## src/rtl/zsy_cnt_disp.sv

```systemverilog
// Loadable BCD up/down counter with compare-reload terminal value,
// plus a multiplexed 7-segment scanner that shows the count one digit at a time.
module zsy_cnt_disp #(
    parameter int DIGITS   = 2,
    parameter int SCAN_DIV = 4
) (
    input  logic                  CP,
    input  logic                  MR,
    input  logic                  LD,
    input  logic                  CE,
    input  logic                  DIR,
    input  logic [4*DIGITS-1:0]   Dn,
    input  logic [4*DIGITS-1:0]   DataB,
    output logic [4*DIGITS-1:0]   Q,
    output logic                  TC,
    output logic [7:0]            Seg,
    output logic [DIGITS-1:0]     Dig
);

    localparam int PW = (SCAN_DIV > 1) ? $clog2(SCAN_DIV) : 1;
    localparam int IW = (DIGITS > 1) ? $clog2(DIGITS) : 1;

    logic [4*DIGITS-1:0] r_q;
    logic [PW-1:0]       r_pre;
    logic [IW-1:0]       r_idx;
    logic [DIGITS-1:0]   r_dig;
    logic [7:0]          r_seg;

    logic [4*DIGITS-1:0] w_next;
    logic                w_match;
    logic [3:0]          w_digval;
    logic [DIGITS-1:0]   w_dig_oh;

    // Digits of 9 and above (including non-BCD) roll to 0 and pass the carry on.
    function automatic logic [4*DIGITS-1:0] bcd_up(input logic [4*DIGITS-1:0] v);
        logic [4*DIGITS-1:0] r;
        logic                c;
        logic [3:0]          d;
        r = v;
        c = 1'b1;
        for (int k = 0; k < DIGITS; k++) begin
            d = v[4*k +: 4];
            if (c) begin
                if (d >= 4'd9) begin
                    r[4*k +: 4] = 4'd0;
                end else begin
                    r[4*k +: 4] = d + 4'd1;
                    c = 1'b0;
                end
            end
        end
        return r;
    endfunction

    // Only a zero digit borrows; non-BCD digits simply step down by one.
    function automatic logic [4*DIGITS-1:0] bcd_dn(input logic [4*DIGITS-1:0] v);
        logic [4*DIGITS-1:0] r;
        logic                b;
        logic [3:0]          d;
        r = v;
        b = 1'b1;
        for (int k = 0; k < DIGITS; k++) begin
            d = v[4*k +: 4];
            if (b) begin
                if (d == 4'd0) begin
                    r[4*k +: 4] = 4'd9;
                end else begin
                    r[4*k +: 4] = d - 4'd1;
                    b = 1'b0;
                end
            end
        end
        return r;
    endfunction

    function automatic logic [7:0] seg_decode(input logic [3:0] d);
        case (d)
            4'd0:    return 8'h3F;
            4'd1:    return 8'h06;
            4'd2:    return 8'h5B;
            4'd3:    return 8'h4F;
            4'd4:    return 8'h66;
            4'd5:    return 8'h6D;
            4'd6:    return 8'h7D;
            4'd7:    return 8'h07;
            4'd8:    return 8'h7F;
            4'd9:    return 8'h6F;
            default: return 8'h00;
        endcase
    endfunction

    assign w_match = (r_q == DataB);

    always_comb begin
        w_next = r_q;
        if (LD) begin
            w_next = Dn;
        end else if (CE) begin
            if (w_match)  w_next = Dn;
            else if (DIR) w_next = bcd_up(r_q);
            else          w_next = bcd_dn(r_q);
        end
    end

    always_comb begin
        w_digval = 4'd0;
        w_dig_oh = '0;
        for (int k = 0; k < DIGITS; k++) begin
            if (r_idx == IW'(k)) begin
                w_digval    = r_q[4*k +: 4];
                w_dig_oh[k] = 1'b1;
            end
        end
    end

    always_ff @(posedge CP or posedge MR) begin
        if (MR) begin
            r_q   <= '0;
            r_pre <= '0;
            r_idx <= '0;
            r_dig <= DIGITS'(1);
            r_seg <= 8'h3F;
        end else begin
            r_q   <= w_next;
            r_dig <= w_dig_oh;
            r_seg <= seg_decode(w_digval);
            if (r_pre == PW'(SCAN_DIV - 1)) begin
                r_pre <= '0;
                r_idx <= (r_idx == IW'(DIGITS - 1)) ? '0 : r_idx + IW'(1);
            end else begin
                r_pre <= r_pre + PW'(1);
            end
        end
    end

    assign Q   = r_q;
    assign TC  = CE & ~LD & w_match;
    assign Seg = r_seg;
    assign Dig = r_dig;

endmodule

```

## config.mk

```make
export PLATFORM = sky130hd
export DESIGN_NAME = zsy_cnt_disp
export DESIGN_NICKNAME = d
export VERILOG_FILES = /design/src/rtl/zsy_cnt_disp.sv
export SDC_FILE = /design/constraint.sdc
export NUM_CORES = 1
export LEC_CHECK = 0
export ABC_AREA = 0
export CORE_MARGIN = 5
export CORE_UTILIZATION = 52
export CTS_CLUSTER_DIAMETER = 80
export DETAILED_ROUTE_END_ITERATION = 8
export MAX_ROUTING_LAYER = met4
export PLACE_DENSITY = 0.95
export SKIP_CTS_REPAIR_TIMING = 1
export SLEW_MARGIN = 20
export SYNTH_ARGS = -nofsm -noshare
export SYNTH_HDL_FRONTEND = slang
export SYNTH_SLANG_ARGS = --single-unit
```

## constraint.sdc

```tcl
create_clock -name CP -period 3.3 [get_ports CP]
set_input_delay 0.33 -clock CP [delete_from_list [all_inputs] [get_ports CP]]
set_output_delay 0.33 -clock CP [all_outputs]
set_load 0.05 [all_outputs]
```

==> results.json, run 1 <==
{
  "status": "complete, no violations",
  "drt_iter0_markers": 53,
  "row_count": 19,
  "arrival_ps": 2490,
  "io_buffer_count": 38,
  "cts_buffers": 3,
  "grt_max_degree": 21,
  "synth_edf_count": 0,
  "die_width_um": 63.9,
  "async_flop_share_pct": 100,
  "syn_area_um2": 1510,
  "finalWirelength_mm": 3.41,
  "antenna_found_initial": 0,
  "gp_congestion": 0.818,
  "holdWs_ps": 413,
  "fin_setup_tns_ps": 0,
  "final_cell_mix": "clkdlybuf4s50_1 (38), nor2_1 (16), ha_1 (14)",
  "first_pass_iters": 4,
  "worstMarginPinSlew_ps": 688,
  "ctsHtreeMaxLevel": 1,
  "drive_gt1_share_pct": 8.08,
  "cts.path.max_buffers": 2,
  "period_needed_ps": 2820,
  "setup.worst_path.class": "reg -> out",
  "p_leak_nw": 0.803,
  "path_clk_slew_ps": 110,
  "power.density_nw_per_um2": 535,
  "worst_setup_path_start_kind": "flop",
  "clock-sinks": 20,
  "clock-skew-final_ps": 5.25,
  "required_ps": 2970,
  "dp.cells": 225,
  "vias_per_cell": 5.79,
  "die_area_um2": 4090,
  "dr_total_vias": 1325,
  "setup_violations": 0,
  "maxCapViolCount": 0,
  "yosysSeqAreaShare_pct": 33.7,
  "grt_pass1_wl_mm": 5.87,
  "dpl-instance-area_um2": 1870,
  "gr-total-overflow": 0,
  "nets": 234,
  "cts_tree": "built",
  "netlist_instances": 169,
  "drcViolationCount": 0,
  "ys_types": 50,
  "antenna_cells": 0,
  "core_um2": 2780,
  "final_common_cell": "clkdlybuf4s50_1",
  "avgSynthCellArea_um2": 8.95,
  "dpl.hpwl_mm": 2.54,
  "grt_usage_pct": 17.9,
  "wire_per_inst_um": 14.9,
  "final-hold-violation-count": 0,
  "start_util_pct": 54.4,
  "holdCritPathClass": "in -> async",
  "ant_nets": 0,
  "cts_root_buf": "clkbuf_4",
  "path_max_fanout": 11,
  "rsz0062_at_grt": "no",
  "synth_nets": 204,
  "pre_cts_ws_ps": 687,
  "maxClockFrequency_mhz": 355,
  "ios": 40,
  "finalCritPeriodShare_pct": 85.4,
  "fin_cells": 229,
  "fp.dieH_um": 63.9,
  "drv_slew": 0,
  "grt_pass1_vias": 1368,
  "end_kind": "primary output",
  "clk_latency_ps": 310,
  "ir_drop_uv": 451,
  "finalInstanceArea_um2": 1900,
  "utilization_pct": 68.4,
  "ys_warn_count": 0,
  "synth-seq-cells": 20,
  "total_power_mw": 1.02,
  "fin_ws_ps": 482,
  "area_growth_pct": 25.7,
  "synth_ff_type": "dfrtp_1",
  "max_slew_margin_pct": 53.7
}
-- cells in the mapped netlist (4+ instances only) --
master,instances,area share [%]
nor2_1,16,4.0
nand3_1,4,1.3
xnor2_1,9,5.2
dfrtp_1,13,22
nand2_1,11,2.7
inv_1,12,3.0
clkbuf_1,5,1.2
dfstp_2,7,12
buf_2,5,1.7
ha_1,14,12
a21oi_1,7,2.3
o21ai_0,8,2.6
-- state kept, by name, summed over array words and instances, names as in the netlist --
signal / cells
r_idx: 1
Dig: 2
r_pre: 2
Seg: 7
Q: 8
-- final cells by class --
class,count,area (µm²)
sequential,20,509
fill,202,880
tap,31,38.8
timing repair buffer,38,380
multi-input combinational,124,892
clock buffer,4,36.3
inverter,12,45.0
-- worst max-delay path: stages (launching register included) --
cell             delay (ps)
dfrtp_1                 630
xnor2_1                 180
nand4_1                 180
nor2_1                  210
nand2_1                  70
nor2_1                  100
clkdlybuf4s50_1         810
-- cell families (layout without fill, tap and decap cells) --
logic type	count (synthesis)	after routing	synth area share, %
other	1	1	0.248
muxes	4	4	3.56
AOI/OAI and AO/OA	45	45	21.2
adders and majority gates	14	14	11.6
buffers and inverters	25	54	7.36
and+or+nand+nor	50	50	16.6
xor gates and xnor gates	10	10	5.79
DFF	20	20	33.7
-- where the power goes --
part	internal (mW)	leakage (nW)	total [mW]	switching (mW)
sequential	0.301	0.232	0.364	0.0632
combinational	0.200	0.550	0.507	0.307
clock	0.0675	0.0210	0.145	0.0780
total	0.568	0.803	1.02	0.448
-- final timing paths --
| kind | from | to | slack [ps] | cells past startpoint |
|---|---|---|---|---|
| setup / recovery | Q[0] | TC | 480 | 6 |
| hold reg to reg | r_pre[0] | r_pre[0] | 440 | 1 |
| hold / removal | MR | Seg[6] | 410 | 2 |
| min in group CP | r_pre[0] | r_pre[0] | 440 | 1 |
| max in group asynchronous | MR | Q[3] | 2450 | 2 |
| setup reg to reg | Q[0] | Q[4] | 980 | 7 |
-- metal layers --
metal	global-route usage, %	wire length (µm)	vias to the layer above
li1	-	-	655
met1	21.1	1430	622
met2	29.8	1760	43
met3	2.10	160	5
met4	9.09	53	0
met5	-	0	-
Note: power is estimated with default switching activity, not from simulation.
==> run 2, diff against run 1 <==
SLEW_MARGIN = 25   (was 20)
==> results of run 2 <==
The final DEF is identical to that of run 1; final timing and power are the same.
==> run 3, diff against run 2 <==
CAP_MARGIN = 30   (was unset)
HOLD_SLACK_MARGIN = 0.06   (was unset)
==> results of run 3 <==
The final DEF is identical to that of run 1; final timing and power are the same.
